`src/rtl/multiplier_evaluator_if.sv`:
```
// rtl/multiplier_evaluator_if.sv - control, candidate operand/product and score bundle of multiplier_evaluator
// Optional first-fail members are present only when EVAL_FIRST_FAIL_EN is defined.
interface multiplier_evaluator_if #(
  parameter int WIDTH = 2
);
  logic                 start;
  logic                 abort;
  logic [WIDTH-1:0]     a_o;
  logic [WIDTH-1:0]     b_o;
  logic [2*WIDTH-1:0]   p_i;
  logic                 busy;
  logic                 done;
  logic [2*WIDTH:0]     err_cnt;
  logic [2*WIDTH+3:0]   ham_sum;
  logic                 pass;
`ifdef EVAL_FIRST_FAIL_EN
  logic                 fail_valid;
  logic [WIDTH-1:0]     fail_a;
  logic [WIDTH-1:0]     fail_b;
  logic [2*WIDTH-1:0]   fail_p;

  modport master (
    output start, abort, p_i,
    input  a_o, b_o, busy, done, err_cnt, ham_sum, pass,
    input  fail_valid, fail_a, fail_b, fail_p
  );
  modport slave (
    input  start, abort, p_i,
    output a_o, b_o, busy, done, err_cnt, ham_sum, pass,
    output fail_valid, fail_a, fail_b, fail_p
  );
`else
  modport master (
    output start, abort, p_i,
    input  a_o, b_o, busy, done, err_cnt, ham_sum, pass
  );
  modport slave (
    input  start, abort, p_i,
    output a_o, b_o, busy, done, err_cnt, ham_sum, pass
  );
`endif
endinterface

```
`src/rtl/multiplier_evaluator.sv`:
```
// rtl/multiplier_evaluator.sv - exhaustive sweep scorer for a candidate multiplier (error count, Hamming sum)
// Define EVAL_FIRST_FAIL_EN to add capture of the first mismatching vector.
module multiplier_evaluator #(
  parameter int WIDTH = 2,
  parameter int LAT   = 0
) (
  input  logic                   clk,
  input  logic                   rst,
  multiplier_evaluator_if.slave  bus
);
  localparam int PW = 2 * WIDTH;
  localparam int EW = PW + 1;
  localparam int HW = PW + 4;
  localparam logic [1:0] LAT_L = 2'(LAT);

  typedef enum logic [1:0] {
    S_IDLE  = 2'd0,
    S_SWEEP = 2'd1,
    S_DRAIN = 2'd2,
    S_DONE  = 2'd3
  } state_t;

  state_t state;
  state_t state_nx;

  logic [PW-1:0]    vcnt;
  logic [1:0]       dcnt;
  logic             flush;
  logic             start_acc;
  logic             last_vec;

  logic             busy;
  logic             done;
  logic [WIDTH-1:0] a_drv;
  logic [WIDTH-1:0] b_drv;

  logic             al_vld;
  logic [PW-1:0]    al_idx;
  logic [PW-1:0]    al_exp;

  logic             cmp_vld;
  logic [PW-1:0]    cmp_p;
  logic [PW-1:0]    cmp_exp;
  logic [PW-1:0]    cmp_diff;
  logic             cmp_miss;

  logic [EW-1:0]    err_q;
  logic [HW-1:0]    ham_q;

  function automatic logic [HW-1:0] popcount(input logic [PW-1:0] x);
    logic [HW-1:0] n;
    n = '0;
    for (int i = 0; i < PW; i++) begin
      n = n + HW'(x[i]);
    end
    return n;
  endfunction

  assign flush     = (state != S_IDLE) && bus.abort;
  assign start_acc = (state == S_IDLE) && bus.start && !bus.abort;
  assign last_vec  = (vcnt == '1);

  always_ff @(posedge clk) begin
    if (rst) begin
      state <= S_IDLE;
    end else begin
      state <= state_nx;
    end
  end

  always_comb begin
    state_nx = state;
    if (flush) begin
      state_nx = S_IDLE;
    end else begin
      case (state)
        S_IDLE:  if (start_acc) state_nx = S_SWEEP;
        S_SWEEP: if (last_vec) state_nx = S_DRAIN;
        S_DRAIN: if (dcnt == LAT_L) state_nx = S_DONE;
        S_DONE:  state_nx = S_IDLE;
        default: state_nx = S_IDLE;
      endcase
    end
  end

  always_comb begin
    busy  = 1'b0;
    done  = 1'b0;
    a_drv = '0;
    b_drv = '0;
    case (state)
      S_SWEEP: begin
        busy  = 1'b1;
        a_drv = vcnt[WIDTH-1:0];
        b_drv = vcnt[PW-1:WIDTH];
      end
      S_DRAIN: busy = 1'b1;
      S_DONE:  done = 1'b1;
      default: ;
    endcase
  end

  always_ff @(posedge clk) begin
    if (rst || state != S_SWEEP) begin
      vcnt <= '0;
    end else begin
      vcnt <= vcnt + PW'(1);
    end
  end

  always_ff @(posedge clk) begin
    if (rst || state != S_DRAIN) begin
      dcnt <= '0;
    end else begin
      dcnt <= dcnt + 2'd1;
    end
  end

  // The issued index rides a LAT-deep delay line so it meets p_i from the same vector.
  generate
    if (LAT == 0) begin : g_nolat
      assign al_vld = (state == S_SWEEP);
      assign al_idx = vcnt;
    end else begin : g_lat
      logic          vld_sr [LAT];
      logic [PW-1:0] idx_sr [LAT];

      always_ff @(posedge clk) begin
        if (rst || flush) begin
          for (int i = 0; i < LAT; i++) begin
            vld_sr[i] <= 1'b0;
            idx_sr[i] <= '0;
          end
        end else begin
          vld_sr[0] <= (state == S_SWEEP);
          idx_sr[0] <= vcnt;
          for (int i = 1; i < LAT; i++) begin
            vld_sr[i] <= vld_sr[i-1];
            idx_sr[i] <= idx_sr[i-1];
          end
        end
      end

      assign al_vld = vld_sr[LAT-1];
      assign al_idx = idx_sr[LAT-1];
    end
  endgenerate

  assign al_exp = PW'(al_idx[WIDTH-1:0]) * PW'(al_idx[PW-1:WIDTH]);

  always_ff @(posedge clk) begin
    if (rst || flush) begin
      cmp_vld <= 1'b0;
      cmp_p   <= '0;
      cmp_exp <= '0;
    end else begin
      cmp_vld <= al_vld;
      cmp_p   <= bus.p_i;
      cmp_exp <= al_exp;
    end
  end

  assign cmp_diff = cmp_p ^ cmp_exp;
  assign cmp_miss = cmp_vld && (cmp_diff != '0);

  always_ff @(posedge clk) begin
    if (rst || flush || start_acc) begin
      err_q <= '0;
      ham_q <= '0;
    end else if (cmp_miss) begin
      err_q <= err_q + EW'(1);
      ham_q <= ham_q + popcount(cmp_diff);
    end
  end

  assign bus.a_o     = a_drv;
  assign bus.b_o     = b_drv;
  assign bus.busy    = busy;
  assign bus.done    = done;
  assign bus.err_cnt = err_q;
  assign bus.ham_sum = ham_q;
  assign bus.pass    = (err_q == '0);

`ifdef EVAL_FIRST_FAIL_EN
  logic [PW-1:0] cmp_idx;
  logic          ff_vld;
  logic [PW-1:0] ff_idx;
  logic [PW-1:0] ff_p;

  always_ff @(posedge clk) begin
    if (rst || flush) begin
      cmp_idx <= '0;
    end else begin
      cmp_idx <= al_idx;
    end
  end

  // Only the first miss of a sweep is kept; later ones leave the capture alone.
  always_ff @(posedge clk) begin
    if (rst || flush || start_acc) begin
      ff_vld <= 1'b0;
      ff_idx <= '0;
      ff_p   <= '0;
    end else if (cmp_miss && !ff_vld) begin
      ff_vld <= 1'b1;
      ff_idx <= cmp_idx;
      ff_p   <= cmp_p;
    end
  end

  assign bus.fail_valid = ff_vld;
  assign bus.fail_a     = ff_idx[WIDTH-1:0];
  assign bus.fail_b     = ff_idx[PW-1:WIDTH];
  assign bus.fail_p     = ff_p;
`endif
endmodule

```
`src/flat_wrapper.sv`:
```
// flat-port wrapper written by rule: the top's interface ports become plain ports
module multiplier_evaluator_flat 
#(
  parameter int WIDTH = 2,
  parameter int LAT   = 0
)
  (clk, rst, bus_start, bus_abort, bus_p_i, bus_a_o, bus_b_o, bus_busy, bus_done, bus_err_cnt, bus_ham_sum, bus_pass);
  multiplier_evaluator_if #(.WIDTH(WIDTH)) bus_i ();
  input  logic clk;
  input  logic rst;
  input wire logic [$bits(bus_i.start)-1:0] bus_start;
  input wire logic [$bits(bus_i.abort)-1:0] bus_abort;
  input wire logic [$bits(bus_i.p_i)-1:0] bus_p_i;
  output wire logic [$bits(bus_i.a_o)-1:0] bus_a_o;
  output wire logic [$bits(bus_i.b_o)-1:0] bus_b_o;
  output wire logic [$bits(bus_i.busy)-1:0] bus_busy;
  output wire logic [$bits(bus_i.done)-1:0] bus_done;
  output wire logic [$bits(bus_i.err_cnt)-1:0] bus_err_cnt;
  output wire logic [$bits(bus_i.ham_sum)-1:0] bus_ham_sum;
  output wire logic [$bits(bus_i.pass)-1:0] bus_pass;
  assign bus_i.start = bus_start;
  assign bus_i.abort = bus_abort;
  assign bus_i.p_i = bus_p_i;
  assign bus_a_o = bus_i.a_o;
  assign bus_b_o = bus_i.b_o;
  assign bus_busy = bus_i.busy;
  assign bus_done = bus_i.done;
  assign bus_err_cnt = bus_i.err_cnt;
  assign bus_ham_sum = bus_i.ham_sum;
  assign bus_pass = bus_i.pass;
  multiplier_evaluator #(.WIDTH(WIDTH), .LAT(LAT)) u_core (.clk(clk), .rst(rst), .bus(bus_i));
endmodule
```
`config.mk`:
```
export PLATFORM = sky130hd
export DESIGN_NAME = multiplier_evaluator_flat
export DESIGN_NICKNAME = d
export VERILOG_FILES = /design/src/rtl/multiplier_evaluator_if.sv /design/src/rtl/multiplier_evaluator.sv /design/src/flat_wrapper.sv
export SDC_FILE = /design/constraint.sdc
export NUM_CORES = 1
export LEC_CHECK = 0
export CAP_MARGIN = 40
export CELL_PAD_IN_SITES_DETAIL_PLACEMENT = 1
export CELL_PAD_IN_SITES_GLOBAL_PLACEMENT = 2
export CORE_UTILIZATION = 35
export CTS_BUF_LIST = sky130_fd_sc_hd__clkbuf_8
export DETAILED_ROUTE_END_ITERATION = 10
export PLACE_DENSITY = 0.87
export SYNTH_ARGS = -nofsm -noshare
export SYNTH_HDL_FRONTEND = slang
export SYNTH_SLANG_ARGS = --single-unit
```
`constraint.sdc`:
```
create_clock -name clk -period 5.15 [get_ports clk]
set_input_delay 1.03 -clock clk [delete_from_list [all_inputs] [get_ports clk]]
set_output_delay 1.03 -clock clk [all_outputs]
set_load 0.03 [all_outputs]
```
# Word level (Yosys, flattened, before mapping)
# Index checks and enable logic that the tools add are counted.
[word_totals]
register_bits = 30
in_bits = 8
out_inout_bits = 20
wordCells = 51
[op_classes]
add_sub_neg = 7
multipliers = 1
eq_ne = 9
muxes = 8
bitwise_logic = 1
n_reduce_logical = 17
[op_table]
columns = ["cell", "count"]
rows = [
  ["$add 8x1->8", 2],
  ["$mux 2", 5],
  ["$add 8x8->8", 1],
  ["$ne 2x1->1 const B", 4],
  ["$pmux 2 s4", 1],
  ["$add 5x1->5 const B", 1],
  ["$logic_not 5->1", 1],
  ["$add 4x1->4 const B", 1],
  ["$eq 2x2->1 const B", 2],
  ["$eq 4x4->1 const B", 1],
  ["$logic_and 1x1->1", 4],
  ["$logic_not 2->1", 2],
  ["$logic_or 1x1->1", 4],
  ["$mul 2x2->4", 1],
  ["$reduce_bool 4->1", 1],
  ["$reduce_or 2->1", 2],
  ["$xor 4x4->4", 1],
  ["$reduce_and 3->1", 1],
  ["$add 1x1->2", 1],
  ["$add 2x1->2 const B", 1],
  ["$eq 2x1->1 const B", 1],
  ["$mux 1", 2],
  ["$ne 2x2->1 const B", 1],
  ["$reduce_bool 2->1", 1],
  ["$logic_not 1->1", 1],
]

# Depth between registers and ports, before layout
# Gate-level depths: netlist of run 1.
[logic_depth]
word_depth = 5
mapped_depth = 11
mapped_depth_nobuf = 11

# Worst setup path after synthesis of run 1
# OpenSTA, ideal clock, no wires.
[synth_timing]
path_kind = "reg-to-output"
from = "register u_core.err_q[0], in the netlist u_core.bus.err_cnt[0]"
to = "output bus_pass"
arrival_ps = 1662
required_time_ps = 4120
slack_ps = 2458
path_stages_with_launch = 4
n_path_buf = 0
path_cell_list = "dfxtp_1 inv_1 ha_1 nor4b_1"
[synth_between]
elab_chain_len = 1
[synth_rtl]
columns = ["item", "line_no", "text"]
rows = [
  ["from (decl)", "multiplier_evaluator.sv:47", "logic [EW-1:0] err_q;"],
  ["from (signal assigned)", "multiplier_evaluator.sv:171", "err_q <= err_q + EW'(1);"],
  ["$logic_not 5->1", "multiplier_evaluator.sv:182", "assign bus.pass = (err_q == '0);"],
  ["to (decl)", "flat_wrapper.sv:20", "output wire logic [$bits(bus_i.pass)-1:0] bus_pass;"],
]
# Every way passes these cells.

# Worst setup path after layout of run 1
# Same ends and word-level chain as after synthesis.

==> results of run 1 <==
## kinds of logic (layout without fill, tap and decap cells)
group,count (synthesis),count (layout)
and+or+nand+nor,58,58
AOI/OAI and AO/OA,26,26
buffers and inverters,19,53
muxes,1,1
DFF,30,30
xor gates and xnor gates,10,10
adders and majority gates,18,18
## power breakdown
group          switching, mW  internal (mW)
clock network         0.0937          0.107
logic                  0.121         0.0787
registers             0.0179          0.252
## sequential cells by signal, summed over array words and instances, names as in the netlist
signal	flops
u_core.bus.ham_sum	8
u_core.bus.err_cnt	5
u_core.al_idx	4
u_core.cmp_exp	4
u_core.cmp_p	4
u_core.dcnt	2
u_core.state	2
u_core.cmp_vld	1
## how the worst max path moves through the flow
stage,end,cells past startpoint,slack (ns),startpoint
after floorplan,bus_pass,3,2.46,u_core.bus.err_cnt[0]
after global placement,u_core.bus.ham_sum[2],5,2.41,bus_abort
after detailed placement,u_core.bus.err_cnt[1],6,2.49,bus_abort
after CTS,bus_pass,4,2.32,u_core.bus.err_cnt[0]
after global routing,bus_b_o[1],4,2.22,u_core.state[1]
final,bus_pass,4,2.35,u_core.bus.err_cnt[0]
## critical path, cell delays in order (launching register included)
cell and delay [ns]:
dfxtp_1 0.35, inv_1 0.07, ha_1 0.13, nor4b_1 0.21, clkdlybuf4s50_1 0.71
## cell usage in the layout (no fill, tap or decap), drive strengths merged, types with 3 or more instances in the layout
| master | n |
|---|---|
| a21oi | 10 |
| and2 | 15 |
| clkbuf | 6 |
| clkdlybuf4s50 | 27 |
| dfxtp | 30 |
| ha | 16 |
| inv | 17 |
| nand2 | 14 |
| nand3 | 3 |
| nor2 | 12 |
| o21ai | 4 |
| or3 | 3 |
| xnor2 | 7 |
| xor2 | 3 |
## metrics by stage
| stage | setup slack [ns] | area [um2] | cells |
|---|---|---|---|
| 2_1_floorplan | 2.458 | 1504 | 162 |
| 3_3_place_gp | 2.410 | 1828 | 237 |
| 3_5_place_dp | 2.485 | 1836 | 238 |
| 4_1_cts | 2.316 | 1931 | 246 |
| 5_1_grt | 2.222 | 1931 | 246 |
| 6_report | 2.351 | 1931 | 246 |
## layout make-up
| type | count | area (um2) | share of cell area, % |
|---|---|---|---|
| Clock buffer | 6 | 82.58 | 4.277 |
| Clock inverter | 2 | 12.51 | 0.6481 |
| Inverter | 17 | 63.81 | 3.305 |
| Multi-Input combinational cell | 113 | 830.8 | 43.03 |
| Sequential cell | 30 | 600.6 | 31.11 |
| Tap cell | 50 | 62.56 | 3.240 |
| Timing Repair Buffer | 28 | 277.8 | 14.39 |
## layer usage
| layer | wire (um) | share of wire (%) | vias up | global-route usage [%] |
|---|---|---|---|---|
| li1 | - | - | 607 | - |
| met4 | 89 | 2.7 | 0 | 11.17 |
| met1 | 1351 | 41 | 589 | 17.39 |
| met3 | 148 | 4.5 | 10 | 5.405 |
| met5 | 0 | 0 | - | 0 |
| met2 | 1695 | 52 | 23 | 31.31 |
==> impl_metrics.tcl, run 1 <==
set metrics [dict create \
    io_pins 28 \
    cts_tree "done" \
    fin_util_pct 47.58 \
    drive_gt1_share_pct 6.122 \
    worstSetupPathType "register to output port" \
    firstDrtPassIters 4 \
    grt_usage_pct 17.54 \
    yosys.area_share.adder_pct 15.97 \
    worst_pin_slew_ns 0.6634 \
    diodes 0 \
    fin_hold_ws_ns 0.4285 \
    cts_buffers 5 \
    holdPathEnd "u_core.dcnt[0]" \
    fin_worst_skew_ns 0.003922 \
    drv_cap 0 \
    hpwl_um 2600 \
    drc 0 \
    start_kind "register" \
    clk_pin_slew_ns 0.07 \
    crit_required_ns 4.12 \
    end_kind "output port" \
    synthMuxAreaShare_pct 0.6656 \
    clock-sinks 30 \
    pwr_density_cell_nw_per_um2 347.1 \
    cts_resized 0 \
    std_cell_rows 23 \
    grt_max_degree 14 \
    synth_edf_count 0 \
    synthArstFlopShare_pct 0 \
    syn_nets 188 \
    synth_area_um2 1504 \
    synth_flop_cell "dfxtp_1" \
    r2r-start "u_core.cmp_p[1]" \
    synth.top_cell.area_share_pct 39.93 \
    dieWidth_um 67.55 \
    die_h_um 67.55 \
    synth_xor_xnor_area_share_pct 6.822 \
    vdd_ir_drop_max_mv 0.1745 \
    cts_hold_buf 0 \
    nFillCells 470 \
    drtIter0Drc 31 \
    wl_per_cell_um 13.35 \
    synthTopCellsByArea "dfxtp_1 40%, ha_1 13%, and2_1 6.2%" \
    final_antenna_net_count 0 \
    setup_viol 0 \
    htree_levels 2 \
    vias 1229 \
    clk_latency_ns 0.29 \
    synth_area_leader_cell "dfxtp_1" \
    ys.warnings.count 0 \
    status "finished clean" \
    synth_compound_area_share_pct 11.48 \
    finalPower_mw 0.6702 \
    whs_path_depth 1 \
    routed_wl_um 3284 \
    drv_slew 0 \
    portBuffers 27 \
    antenna_found_initial 0 \
    clk_path_buf_depth 2 \
    tns_ns 0 \
    cts_root_buf "clkbuf_8" \
    timing.fmax_mhz 357.2 \
    rsz0062_at_grt "false" \
    hold_class "register to register" \
    syn_inst 162 \
    p_leak_nw 0.7800 \
    coreArea_um2 4058 \
    synthDistinctLibCells 38 \
    synth.most_common_cell "dfxtp_1" \
    worstHoldStart "u_core.dcnt[0]" \
    gp_congestion 0.7241 \
    synth-simple-area-share_pct 20.30 \
    vias_per_cell 4.996 \
    period_needed_ns 2.799 \
    synth_common_cells "30 x dfxtp_1, 17 x inv_1, 16 x ha_1" \
    area_delta_synth_final_pct 28.37 \
    grt_pass1_vias 1286 \
    synth_top_family_by_area "simple AND/OR/NAND/NOR gates" \
    initial_core_util_pct 37.06 \
    grt-ovfl-total 0 \
    worstPathArrival_ns 1.77 \
    grt_pass1_wl_um 5699 \
    relSlewSlack_pct 55.57 \
    r2r-end "u_core.bus.ham_sum[6]" \
    r2r_slack_ns 2.50 \
    period_share_pct 54.36 \
    hold_viol 0 \
    fin_nets 221 \
    cts_setup_buffers 0 \
    crit_fanout 5 \
    ys_seq_area_share_pct 39.93 \
    reg2regPathDepth 11 \
    die_area_um2 4563 \
    syn_area_per_cell_um2 9.284 \
    synth_seq_cells 30 \
]
Power figures use the tool's default switching activity.
==> inputs of run 2 (changes only) <==
CORE_UTILIZATION = 33   (was 35)
PLACE_DENSITY = 0.83   (was 0.87)
clock period = 2.7 ns   (was 5.15 ns; I/O delays follow)
==> run 2 against run 1 <==
- register-to-register slack worse by 2.4 ns
- non-clock buffer count unchanged
- power up 90%
- count of clock-buffer cells in the layout unchanged
==> impl_metrics.tcl, run 2 (synthesized netlist as in run 1, its figures left out) <==
set metrics [dict create \
    htree_levels 2 \
    relSlewSlack_pct 55.43 \
    grt_usage_pct 14.44 \
    end_kind "register" \
    die_area_um2 4832 \
    cts_buffers 5 \
    area_delta_synth_final_pct 30.53 \
    firstDrtPassIters 4 \
    timing.fmax_mhz 387.6 \
    vdd_ir_drop_max_mv 0.3545 \
    worstPathArrival_ns 2.80 \
    fin_nets 221 \
    drc 0 \
    period_needed_ns 2.580 \
    gp_congestion 0.7422 \
    status "finished clean" \
    hold_viol 0 \
    grt-ovfl-total 0 \
    cp_num_buf_inv 2 \
    finalNonFillerCells 248 \
    grt_max_degree 14 \
    drv_slew 0 \
    coreArea_um2 4354 \
    clk_pin_slew_ns 0.06 \
    final_antenna_net_count 0 \
    start_kind "register" \
    cts_hold_buf 0 \
    finalPower_mw 1.273 \
    critical_path.most_common_cell "inv_1" \
    std_cell_rows 24 \
    worstPathCellList "xor2_2 -> ha_1 -> inv_1 -> fa_1 -> inv_1 -> ha_2 -> fa_2 -> a21o_1 -> nand2_1 -> or4_1 -> a21oi_2" \
    period_share_pct 95.56 \
    crit_fanout 2 \
    dp_cells 240 \
    die_h_um 69.51 \
    cts_tree "done" \
    p_leak_nw 0.7789 \
    diodes 0 \
    vias 1220 \
    fin_hold_ws_ns 0.4139 \
    dieWidth_um 69.51 \
    vias_per_cell 4.919 \
    drv_cap 0 \
    hpwl_um 2543 \
    fin_util_pct 45.09 \
    grt_pass1_vias 1273 \
    hold_class "register to register" \
    layout_commonest_cell "dfxtp_1" \
    fin_worst_skew_ns 0.007097 \
    wl_per_cell_um 12.96 \
    largest_reg_flops 8 \
    crit_slowest_cell "or4_1" \
    crit_required_ns 2.92 \
    cts_root_buf "clkbuf_8" \
    io_pins 28 \
    pwr_density_cell_nw_per_um2 648.6 \
    portBuffers 27 \
    crit_family "adder cells" \
    routed_wl_um 3215 \
    antenna_found_initial 0 \
    slowest_delay_ns 0.43 \
    clk_path_buf_depth 2 \
    initial_core_util_pct 34.54 \
    worst_pin_slew_ns 0.6654 \
    final_cell_mix "30 x dfxtp_1, 27 x clkdlybuf4s50_1, 17 x inv_1, 15 x ha_1" \
    grt_pass1_wl_um 5375 \
    clk_latency_ns 0.29 \
    drtIter0Drc 30 \
    setup_viol 0 \
    clock-sinks 30 \
    drive_gt1_share_pct 9.694 \
    nFillCells 492 \
    worstSetupPathType "register to register" \
]
run 2: changes by cell type in the layout (fill, tap and decap cells not counted):
| cell | delta |
|---|---|
| a21oi_1 | -2 |
| a21oi_2 | +2 |
| xor2_1 | -2 |
| xor2_2 | +2 |
| and2_1 | -1 |
| and2_4 | +1 |
| fa_1 | -1 |
| fa_2 | +1 |
| ha_1 | -1 |
| ha_2 | +1 |
run 2: area by class of cell:
cell class              count  area (um2)  share of cell area [%]
clock buffers               6       82.58                   4.207
clock inverters             2       12.51                  0.6373
inverters                  17       63.81                   3.250
multi-input cells         113       860.8                   43.85
flip-flops and latches     30       600.6                   30.59
well taps                  52       65.06                   3.314
repair buffers             28       277.8                   14.15
run 2: worst paths after layout:
| check | from | endpoint | slack (ns) | cells past startpoint |
|---|---|---|---|---|
| hold / removal | u_core.dcnt[0] | u_core.dcnt[0] | 0.41 | 1 |
| setup reg to reg | u_core.cmp_exp[0] | u_core.bus.ham_sum[6] | 0.12 | 11 |
| setup / recovery | u_core.cmp_exp[0] | u_core.bus.ham_sum[6] | 0.12 | 11 |
| hold reg to reg | u_core.dcnt[0] | u_core.dcnt[0] | 0.41 | 1 |
run 2: stage by stage:
stage	cell area, um2	worst slack [ns]	TNS (ns)
finish	1963	0.1199	0
detailed placement	1838	0.08844	0
CTS	1933	0.07573	0
global route	1963	-0.006746	-0.006746
global placement	1831	0.1896	0
floorplan	1504	0.2752	0
run 2: power breakdown:
| part | leakage (nW) | switching (mW) | internal [mW] |
|---|---|---|---|
| Sequential | 0.243 | 0.0351 | 0.480 |
| Clock | 0.0472 | 0.171 | 0.204 |
| Combinational | 0.489 | 0.232 | 0.151 |
| Total | 0.779 | 0.438 | 0.835 |
run 2: metal layers:
| metal | track usage (%) | up-vias | routed length (um) |
|---|---|---|---|
| met5 | 0 | - | 0 |
| met3 | 3.488 | 7 | 147 |
| li1 | - | 608 | - |
| met2 | 26.00 | 29 | 1661 |
| met1 | 14.70 | 576 | 1341 |
| met4 | 9.524 | 0 | 63 |
run 2: repair_timing:
item / 4_1_cts / 5_1_grt
setup endpoints to repair: 0 / 2
buffers inserted: 0 / 0
gates resized for setup: 0 / 8
==> inputs of run 3 (changes only) <==
REMOVE_ABC_BUFFERS = 1   (was unset)
==> run 3 against run 2 <==
- non-clock buffer count stayed put
- hold slack better by 0.018 ns
- sequential share of layout area up 0.059 points
- clock skew decreased by 0.0053 ns
- largest cell class unchanged
- largest power group unchanged
- highest routed layer unchanged
==> impl_metrics.tcl, run 3 (synthesized netlist as in run 1, its figures left out) <==
set metrics [dict create \
    fin_nets 221 \
    place_ws_ns 0.1320 \
    crit_fanout 2 \
    die_h_um 69.51 \
    worst_slack_ns 0.1604 \
    clk_latency_ns 0.28 \
    grt-ovfl-total 0 \
    status "finished clean" \
    cts_hold_buf 0 \
    gp_congestion 0.7646 \
    tns_ns 0 \
    antenna_found_initial 0 \
    drv_cap 0 \
    wl_per_cell_um 13.13 \
    io_pins 28 \
    crit_start "u_core.cmp_p[1]" \
    clk_path_buf_depth 2 \
    coreArea_um2 4354 \
    grt_pass1_vias 1266 \
    final_antenna_net_count 0 \
    portBuffers 27 \
    hold_class "register to register" \
    area_delta_synth_final_pct 30.28 \
    timing.fmax_mhz 393.8 \
    dieWidth_um 69.51 \
    drtIter0Drc 46 \
    htree_levels 2 \
    reg2regPathDepth 11 \
    r2r-start "u_core.cmp_p[1]" \
    largest_reg_flops 8 \
    die_area_um2 4832 \
    grt_pass1_wl_um 5651 \
    r2r-end "u_core.bus.ham_sum[6]" \
    hold_viol 0 \
    vias_per_cell 4.899 \
    worstSetupPathType "register to register" \
    std_cell_rows 24 \
    worst_pin_slew_ns 0.6450 \
    routed_wl_um 3256 \
    period_needed_ns 2.540 \
    end_kind "register" \
    clk_pin_slew_ns 0.07 \
    pwr_density_cell_nw_per_um2 683.2 \
    relSlewSlack_pct 56.80 \
    place_area_um2 1838 \
    vdd_ir_drop_max_mv 0.2576 \
    endpoint "u_core.bus.ham_sum[6]" \
    cts_root_buf "clkbuf_8" \
    grt_usage_pct 14.81 \
    period_share_pct 94.06 \
    nFillCells 509 \
    setup_viol 0 \
    layout_commonest_cell "dfxtp_1" \
    firstDrtPassIters 4 \
    fin_worst_skew_ns 0.001783 \
    rsz0062_at_grt "false" \
    worstPathArrival_ns 2.76 \
    finalPower_mw 1.339 \
    drc 0 \
    worstHoldStart "u_core.dcnt[0]" \
    p_leak_nw 0.7916 \
    drv_slew 0 \
    crit_required_ns 2.92 \
    final_cell_mix "30 x dfxtp_1, 27 x clkdlybuf4s50_1, 17 x inv_1, 16 x ha_1" \
    vias 1215 \
    final_cell_area_um2 1959 \
    start_kind "register" \
    grt_max_degree 14 \
    hpwl_um 2582 \
    cts_tree "done" \
    drive_gt1_share_pct 7.653 \
    clock-sinks 30 \
    diodes 0 \
    r2r_slack_ns 0.16 \
    cts_buffers 5 \
    initial_core_util_pct 34.54 \
]
[run 3: per-stage QoR]
| step | std cells | util [%] | hold slack, ns |
|---|---|---|---|
| finish | 248 | 45.00 | 0.4319 |
| global route | 248 | 45.00 | 0.4732 |
| CTS | 248 | 44.71 | 0.4386 |
| detailed placement | 240 | 42.21 | 0.4286 |
| global placement | 239 | 42.04 | 0.4089 |
| floorplan | 160 | - | 0.3951 |
[run 3: per-layer routing]
| metal | global-route usage (%) | up-vias | wire, um |
|---|---|---|---|
| li1 | - | 609 | - |
| met2 | 26.21 | 25 | 1626 |
| met3 | 4.506 | 4 | 137 |
| met4 | 5.442 | 0 | 44 |
| met5 | 0 | - | 0 |
| met1 | 16.61 | 577 | 1448 |
[run 3: worst max-delay path, stage by stage, from the launching register on]
cell	delay (ns)
dfxtp_1	0.33
xor2_2	0.18
ha_1	0.28
inv_1	0.05
fa_1	0.44
inv_1	0.07
ha_1	0.18
fa_2	0.22
a21o_1	0.13
nand2_1	0.07
or4_1	0.39
a21oi_1	0.14
[run 3: how the worst min path moves through the flow]
stage / to / slack (ns) / depth (start not counted)
6_report: u_core.dcnt[0] / 0.43 / 1
5_1_grt: u_core.dcnt[0] / 0.47 / 1
4_1_cts: u_core.dcnt[0] / 0.44 / 1
3_5_place_dp: u_core.dcnt[0] / 0.43 / 1
3_3_place_gp: u_core.dcnt[0] / 0.41 / 1
2_1_floorplan: u_core.dcnt[0] / 0.40 / 1
[run 3: timing repair]
item	CTS	global route
gates resized for setup	0	3
setup buffers	0	0
endpoints found under the setup margin	0	3
[run 3: cell type report]
cell class	count	area (um2)	share of cell area [%]
well taps	52	65.06	3.321
repair buffers	28	277.8	14.18
multi-input cells	113	843.3	43.04
clock inverters	3	40.04	2.043
flip-flops and latches	30	600.6	30.65
inverters	17	63.81	3.257
clock buffers	5	68.82	3.512
[run 3: power by group]
part / leakage (nW) / switching, mW / internal [mW]
logic: 0.490 / 0.231 / 0.152
registers: 0.243 / 0.0331 / 0.480
clock network: 0.0579 / 0.172 / 0.271
